`config.mk`:
```
export PLATFORM = sky130hd
export DESIGN_NAME = prt_lb_init_flat
export DESIGN_NICKNAME = d
export VERILOG_FILES = /design/src/rtl/prt_lb_pkg.sv /design/src/rtl/prt_dp_lb_if.sv /design/src/rtl/prt_lb_init.sv /design/src/flat_wrapper.sv
export SDC_FILE = /design/constraint.sdc
export NUM_CORES = 1
export LEC_CHECK = 0
export CORE_MARGIN = 3
export CORE_UTILIZATION = 40
export CTS_CLUSTER_DIAMETER = 40
export DETAILED_ROUTE_END_ITERATION = 16
export PLACE_DENSITY = 0.89
export SYNTH_ARGS = -nofsm -noshare
export SYNTH_HDL_FRONTEND = slang
export SYNTH_SLANG_ARGS = --single-unit
```
`constraint.sdc`:
```
create_clock -name CLK_IN -period 8.65 [get_ports CLK_IN]
set_clock_uncertainty 0.05 [all_clocks]
set_input_delay 1.73 -clock CLK_IN [delete_from_list [all_inputs] [get_ports CLK_IN]]
set_output_delay 1.73 -clock CLK_IN [all_outputs]
set_load 0.1 [all_outputs]
```
`src/rtl/prt_lb_pkg.sv`:
```
// Shared local bus definitions for the prt local bus initiator and mux.
package prt_lb_pkg;

  // Local bus field widths.
  localparam int LB_ADR_W    = 22;
  localparam int LB_DAT_W    = 32;

  // Port-select field position inside the local bus address.
  localparam int LB_PSEL_MSB = 21;
  localparam int LB_PSEL_LSB = 16;

  // Read data returned to the host when a read times out.
  localparam logic [LB_DAT_W-1:0] LB_TIMEOUT_DAT = 32'h0;

  // Initiator transaction states.
  typedef enum logic [1:0] {
    IDLE = 2'd0,
    WR   = 2'd1,
    RD   = 2'd2,
    GAP  = 2'd3
  } lb_init_sta_t;

endpackage

```
`src/rtl/prt_dp_lb_if.sv`:
```
// Point-to-point local bus link between an initiator and the mux upstream port.
interface prt_dp_lb_if;
  import prt_lb_pkg::*;

  logic [LB_ADR_W-1:0] adr;
  logic [LB_DAT_W-1:0] din;
  logic                wr;
  logic                rd;
  logic [LB_DAT_W-1:0] dout;
  logic                vld;

  modport lb_out (output adr, din, wr, rd, input dout, vld);
  modport lb_in  (input adr, din, wr, rd, output dout, vld);

endinterface

```
`src/rtl/prt_lb_init.sv`:
```
// Local bus initiator: turns one-cycle host strobes into level-held wr/rd
// transactions, enforces an idle gap so the far-end edge detector re-arms,
// and returns read data or a timeout error with a one-cycle acknowledge.
module prt_lb_init
  import prt_lb_pkg::*;
#(
  parameter int P_HOLD     = 2,
  parameter int P_GAP      = 2,
  parameter int P_VLD_MASK = 2,
  parameter int P_TIMEOUT  = 64
) (
  input  logic                CLK_IN,
  input  logic                RST_IN,
  input  logic [LB_ADR_W-1:0] HOST_ADR_IN,
  input  logic [LB_DAT_W-1:0] HOST_DAT_IN,
  input  logic                HOST_WR_IN,
  input  logic                HOST_RD_IN,
  output logic                HOST_BUSY_OUT,
  output logic [LB_DAT_W-1:0] HOST_DAT_OUT,
  output logic                HOST_ACK_OUT,
  output logic                HOST_ERR_OUT,
  prt_dp_lb_if.lb_out         LB_IF
);

  // One counter is shared by the hold, read-wait and gap phases; it must be
  // wide enough for the longest of them and never narrower than one bit.
  localparam int TW  = $clog2(P_TIMEOUT);
  localparam int HW  = $clog2(P_HOLD);
  localparam int GW  = $clog2(P_GAP);
  localparam int CW0 = (TW > HW) ? TW : HW;
  localparam int CW1 = (CW0 > GW) ? CW0 : GW;
  localparam int CW  = (CW1 < 1) ? 1 : CW1;

  localparam logic [CW-1:0] HOLD_LAST = CW'(P_HOLD - 1);
  localparam logic [CW-1:0] GAP_LAST  = CW'(P_GAP - 1);
  localparam logic [CW-1:0] TO_LAST   = CW'(P_TIMEOUT - 1);
  localparam logic [CW-1:0] VLD_FIRST = CW'(P_VLD_MASK);
  localparam logic [CW-1:0] CNT_MAX   = '1;

  lb_init_sta_t        state, state_nx;
  logic [CW-1:0]       cnt, cnt_nx;
  logic [LB_ADR_W-1:0] adr_q, adr_nx;
  logic [LB_DAT_W-1:0] din_q, din_nx;
  logic [LB_DAT_W-1:0] dat_q, dat_nx;
  logic                ack_q, ack_nx;
  logic                err_q, err_nx;
  logic                wr_q, rd_q, busy_q;

  // Next-state and next-output logic; outputs are derived from the next state
  // so every host and link output leaves this block straight from a flop.
  always_comb begin
    state_nx = state;
    cnt_nx   = cnt;
    adr_nx   = adr_q;
    din_nx   = din_q;
    dat_nx   = dat_q;
    ack_nx   = 1'b0;
    err_nx   = 1'b0;
    case (state)
      IDLE: begin
        if (HOST_WR_IN) begin
          adr_nx   = HOST_ADR_IN;
          din_nx   = HOST_DAT_IN;
          cnt_nx   = '0;
          state_nx = WR;
        end else if (HOST_RD_IN) begin
          adr_nx   = HOST_ADR_IN;
          cnt_nx   = '0;
          state_nx = RD;
        end
      end
      WR: begin
        if (cnt == HOLD_LAST) begin
          cnt_nx   = '0;
          ack_nx   = 1'b1;
          state_nx = GAP;
        end else begin
          cnt_nx = cnt + 1'b1;
        end
      end
      RD: begin
        if ((cnt >= VLD_FIRST) && LB_IF.vld) begin
          dat_nx   = LB_IF.dout;
          cnt_nx   = '0;
          ack_nx   = 1'b1;
          state_nx = GAP;
        end else if (cnt == TO_LAST) begin
          dat_nx   = LB_TIMEOUT_DAT;
          cnt_nx   = '0;
          ack_nx   = 1'b1;
          err_nx   = 1'b1;
          state_nx = GAP;
        end else if (cnt != CNT_MAX) begin
          cnt_nx = cnt + 1'b1;
        end
      end
      GAP: begin
        if (cnt == GAP_LAST) begin
          cnt_nx   = '0;
          state_nx = IDLE;
        end else begin
          cnt_nx = cnt + 1'b1;
        end
      end
      default: begin
        cnt_nx   = '0;
        state_nx = IDLE;
      end
    endcase
  end

  // State, counter and registered outputs; reset drops everything at once so
  // the far end only ever sees a falling wr/rd edge on an aborted transaction.
  always_ff @(posedge CLK_IN or posedge RST_IN) begin
    if (RST_IN) begin
      state  <= IDLE;
      cnt    <= '0;
      adr_q  <= '0;
      din_q  <= '0;
      dat_q  <= '0;
      ack_q  <= 1'b0;
      err_q  <= 1'b0;
      wr_q   <= 1'b0;
      rd_q   <= 1'b0;
      busy_q <= 1'b0;
    end else begin
      state  <= state_nx;
      cnt    <= cnt_nx;
      adr_q  <= adr_nx;
      din_q  <= din_nx;
      dat_q  <= dat_nx;
      ack_q  <= ack_nx;
      err_q  <= err_nx;
      wr_q   <= (state_nx == WR);
      rd_q   <= (state_nx == RD);
      busy_q <= (state_nx != IDLE);
    end
  end

  assign HOST_BUSY_OUT = busy_q;
  assign HOST_DAT_OUT  = dat_q;
  assign HOST_ACK_OUT  = ack_q;
  assign HOST_ERR_OUT  = err_q;
  assign LB_IF.adr     = adr_q;
  assign LB_IF.din     = din_q;
  assign LB_IF.wr      = wr_q;
  assign LB_IF.rd      = rd_q;

endmodule

```
`src/flat_wrapper.sv`:
```
// flat-port wrapper written by rule: the top's interface ports become plain ports
module prt_lb_init_flat import prt_lb_pkg::*;
#(
  parameter int P_HOLD     = 2,
  parameter int P_GAP      = 2,
  parameter int P_VLD_MASK = 2,
  parameter int P_TIMEOUT  = 64
)
  (CLK_IN, RST_IN, HOST_ADR_IN, HOST_DAT_IN, HOST_WR_IN, HOST_RD_IN, HOST_BUSY_OUT, HOST_DAT_OUT, HOST_ACK_OUT, HOST_ERR_OUT, LB_IF_adr, LB_IF_din, LB_IF_wr, LB_IF_rd, LB_IF_dout, LB_IF_vld);
  prt_dp_lb_if LB_IF_i ();
  input  logic CLK_IN;
  input  logic RST_IN;
  input  logic [LB_ADR_W-1:0] HOST_ADR_IN;
  input  logic [LB_DAT_W-1:0] HOST_DAT_IN;
  input  logic HOST_WR_IN;
  input  logic HOST_RD_IN;
  output logic HOST_BUSY_OUT;
  output logic [LB_DAT_W-1:0] HOST_DAT_OUT;
  output logic HOST_ACK_OUT;
  output logic HOST_ERR_OUT;
  output wire logic [$bits(LB_IF_i.adr)-1:0] LB_IF_adr;
  output wire logic [$bits(LB_IF_i.din)-1:0] LB_IF_din;
  output wire logic [$bits(LB_IF_i.wr)-1:0] LB_IF_wr;
  output wire logic [$bits(LB_IF_i.rd)-1:0] LB_IF_rd;
  input wire logic [$bits(LB_IF_i.dout)-1:0] LB_IF_dout;
  input wire logic [$bits(LB_IF_i.vld)-1:0] LB_IF_vld;
  assign LB_IF_adr = LB_IF_i.adr;
  assign LB_IF_din = LB_IF_i.din;
  assign LB_IF_wr = LB_IF_i.wr;
  assign LB_IF_rd = LB_IF_i.rd;
  assign LB_IF_i.dout = LB_IF_dout;
  assign LB_IF_i.vld = LB_IF_vld;
  prt_lb_init #(.P_HOLD(P_HOLD), .P_GAP(P_GAP), .P_VLD_MASK(P_VLD_MASK), .P_TIMEOUT(P_TIMEOUT)) u_core (.CLK_IN(CLK_IN), .RST_IN(RST_IN), .HOST_ADR_IN(HOST_ADR_IN), .HOST_DAT_IN(HOST_DAT_IN), .HOST_WR_IN(HOST_WR_IN), .HOST_RD_IN(HOST_RD_IN), .HOST_BUSY_OUT(HOST_BUSY_OUT), .HOST_DAT_OUT(HOST_DAT_OUT), .HOST_ACK_OUT(HOST_ACK_OUT), .HOST_ERR_OUT(HOST_ERR_OUT), .LB_IF(LB_IF_i));
endmodule
```
Word level (Yosys, flattened, before mapping). Cells that the tools add are included.

Add/sub/neg operators: 1. Order comparisons: 1. Equality and inequality tests: 10. Mux-type cells: 24. Reduce and logical (&&, ||, !) cells: 10.

Operators with widths (number): $mux 32 (2); $mux 22 (2); $mux 6 (6); $pmux 6 s3 (1); $mux 2 (6); $pmux 2 s4 (1); $reduce_and 2->1 (4); $add 6x1->6 const B (1); $eq 2x2->1 const B (3); $eq 6x1->1 const B (1); $eq 6x6->1 const B (1); $ge 6x2->1 const B (1); $ne 6x6->1 const B (1); $reduce_bool 2->1 (3); $mux 1 (5); $eq 2x1->1 const B (2); $ne 4x1->1 const B (1); $ne 3x3->1 const B (1); $logic_not 2->1 (1); $pmux 1 s2 (1); $reduce_or 2->1 (1); $logic_and 1x1->1 (1).

Flip-flop bits (word level): 99. Input port bits: 91. Output and inout bits: 91. Logic and storage cells: 56.

Logic depth before layout (Yosys ltp).
Depth in word-level cells: 5. Mapped depth: 9. Mapped depth without buffers: 8.

Least setup slack after synthesis. Ideal clock, no wire load.

Path kind: input to register. Start: in HOST_RD_IN. End: reg u_core.cnt[3]. Setup time: 0.126 ns. Arrival time: 2.810 ns. Data required time: 8.474 ns. Path slack: 5.664 ns. Stages on the path: 6. Path buffers: 1. Cells stage by stage: nor3b_1 -> buf_2 -> nor2_1 -> a31oi_1 -> nor3_1 -> a311o_1.

Word-level cells in the longest chain between the ends: 2.

RTL lines: from (decl) (line flat_wrapper.sv:16) `input logic HOST_RD_IN;`; $ne 3x3->1 (no line); $reduce_and 2->1 (no line); to (signal assigned) (line prt_lb_init.sv:128) `cnt <= cnt_nx;`; to (decl) (line prt_lb_init.sv:41) `logic [CW-1:0] cnt, cnt_nx;`.

No other way between the ends. A chain may end at the register's enable or synchronous reset.

Final worst setup path. Ends and elaborated chain as after synthesis.

==> results_dict.tcl <==
set metrics [dict create \
    grt_max_degree 51 \
    hold_path.class "flip-flop to flip-flop" \
    dr.pass1.iters 4 \
    post_drt_wl_per_cell_um 17.1 \
    fillers 738 \
    synth_area_leader_cell "dfrtp_1" \
    place_congestion 0.860 \
    rows 35 \
    synth.avg_cell_area_um2 14.3 \
    synth_edf_count 0 \
    r2r_cells 6 \
    synth_seq_area_share_pct 63.1 \
    synthToLayoutAreaGrowth_pct 54.6 \
    clk_pin_slew_ps 100 \
    cp_slowest_stage_delay_ps 940 \
    slowest_stage "nor3b_1" \
    first_global_vias 3197 \
    syn_inst 274 \
    dr.first_iter.drc_count 80 \
    cts_buffers 9 \
    multi_input_area_um2 1390 \
    rsz0062_at_grt "false" \
    start_kind "primary input" \
    synthesis.area_um2 3930 \
    yosys_most_used_dff "dfrtp_1" \
    dp_slack_ps 4460 \
    dieArea_um2 11000 \
    grt-ovfl-total 0 \
    grt_pass1_wl_um 16200 \
    worstPathRequired_ps 8840 \
    synth_seq_cells 99 \
    post_cts_resized 0 \
    drc 0 \
    worstSetupPathType "primary input to flip-flop" \
    end_kind "flip-flop" \
    antenna_found_initial 0 \
    nets 553 \
    grt.total_usage_pct 18.3 \
    cp_top_family "simple AND/OR/NAND/NOR gates" \
    yosys-top-cells-area "dfrtp_1 63%, mux2_2 15%, a22o_1 7.1%, ha_1 2.5%, nand2_1 0.96%" \
    cp.depth 6 \
    r2r-end "u_core.LB_IF.rd" \
    arrival_ps 4050 \
    status "completed" \
    r2r_start "u_core.cnt[4]" \
    hold_viol_final 0 \
    postCtsSetupRepairBufs 0 \
    fin_crit_ps 3860 \
    reg2reg_setup_slack_ps 5720 \
    routed_wl_um 10000 \
    cts.sinks 99 \
    io_pins 182 \
    cts_tree "yes" \
    synth_top_area_share_pct 63.1 \
    worst-path-buf-inv 1 \
    drive_gt1_share_pct 16.8 \
    crit_start "HOST_RD_IN" \
    floorplan.initialDensity_pct 41.9 \
    fin_ws_ps 4790 \
    final_util_pct 64.8 \
    slew_viol_final 0 \
    cap_violations 0 \
    final-setup-viol-count 0 \
    crit_path_end "u_core.cnt[3]" \
    die_x_um 105 \
    dp.final_hpwl_um 7460 \
    clock_latency_ps 340 \
    synthArstFlopShare_pct 100 \
    synth_cell_type_count 37 \
    clockRootBuffer "clkbuf_8" \
    final.setup.tns_ps 0 \
    cts_htree_levels 3 \
    port_buffers 181 \
    worst_pin_slew_ps 1160 \
    yosys_warnings 0 \
    diodes 0 \
    seq_area_um2 2480 \
    slew_headroom_pct 22.4 \
    fmax_mhz 259 \
    via_count 2949 \
    synth_common_cells "99 x dfrtp_1, 54 x mux2_2, 32 x a22o_1" \
    synth_most_common_cell "dfrtp_1" \
    crit_fanout 11 \
    coreArea_um2 9370 \
    vias_per_cell 5.02 \
    die_y_um 105 \
    crit_chain "clkdlybuf4s50_1, nor3b_1, a2111oi_0, a31oi_1, nor3_1, a311o_1" \
    ant_nets 0 \
    hold_buffers 0 \
    clock_path_buffers 2 \
    finalCritPeriodShare_pct 44.6 \
    syn_nets 373 \
]
[final cells by class]
| class | instances | area share [%] |
|---|---|---|
| clock buffers | 10 | 2.10 |
| clock inverters | 5 | 1.03 |
| inverters | 8 | 0.535 |
| multi-input cells | 153 | 22.8 |
| flip-flops and latches | 99 | 40.8 |
| well taps | 129 | 2.66 |
| repair buffers | 183 | 30.1 |
[registers in the layout, summed over array words and instances, names as in the netlist]
register,flops
u_core.HOST_DAT_OUT,32
u_core.LB_IF.din,32
u_core.LB_IF.adr,22
u_core.cnt,6
u_core.state,2
u_core.HOST_ACK_OUT,1
u_core.HOST_BUSY_OUT,1
u_core.HOST_ERR_OUT,1
u_core.LB_IF.rd,1
u_core.LB_IF.wr,1
[worst min-delay path by stage]
stage                                  startpoint                       to  slack, ps  cells past startpoint
final                     u_core.HOST_DAT_OUT[30]  u_core.HOST_DAT_OUT[30]        450                      1
after global routing       u_core.HOST_DAT_OUT[5]   u_core.HOST_DAT_OUT[5]        470                      1
after CTS                  u_core.HOST_DAT_OUT[5]   u_core.HOST_DAT_OUT[5]        460                      1
after detailed placement  u_core.HOST_DAT_OUT[26]  u_core.HOST_DAT_OUT[26]        430                      1
after global placement    u_core.HOST_DAT_OUT[27]  u_core.HOST_DAT_OUT[27]        430                      1
after floorplan                     u_core.cnt[0]            u_core.cnt[0]        480                      2
[metrics by stage]
| stage | cell area (um2) | cells | hold WS, ps |
|---|---|---|---|
| after global routing | 6080 | 587 | 471 |
| after floorplan | 3930 | 274 | 483 |
| final | 6080 | 587 | 454 |
| after detailed placement | 5890 | 572 | 432 |
| after CTS | 6080 | 587 | 459 |
| after global placement | 5890 | 572 | 432 |
[routing by layer]
layer  part of all wire [%]  track usage (%)  wire length [um]
met1                     39             21.7              3950
met2                     50             30.7              5040
met3                    9.0             7.54               903
met4                    1.2             4.97               125
met5                      0                0                 0
[layout by cell type, fill, tap and decap left out, types with 2 or more instances in the layout]
master and count:
clkdlybuf4s50_1 181, dfrtp_1 99, mux2_2 54, a22o_1 32, nand2_1 10, nor2_1 10
clkbuf_8 9, ha_1 8, inv_1 6, nand3_1 3, a31oi_1 3, nor2b_1 2
nor3b_1 2, o21ai_0 2, a21o_1 2, a21oi_1 2, a21boi_0 2, nand2b_1 2
clkinvlp_4 2, buf_4 2
[logic make-up after synthesis]
family / Yosys count / share of synthesized area (%)
mux: 55 / 15.7
flops: 99 / 63.1
compound gates: 56 / 11.9
buf+inv: 22 / 2.29
fa+ha+maj: 8 / 2.55
simple gates: 34 / 4.49
Power is left out: the tool's default activity adds up to more than one toggle a clock period on the data nets, which glitch-free logic cannot reach.
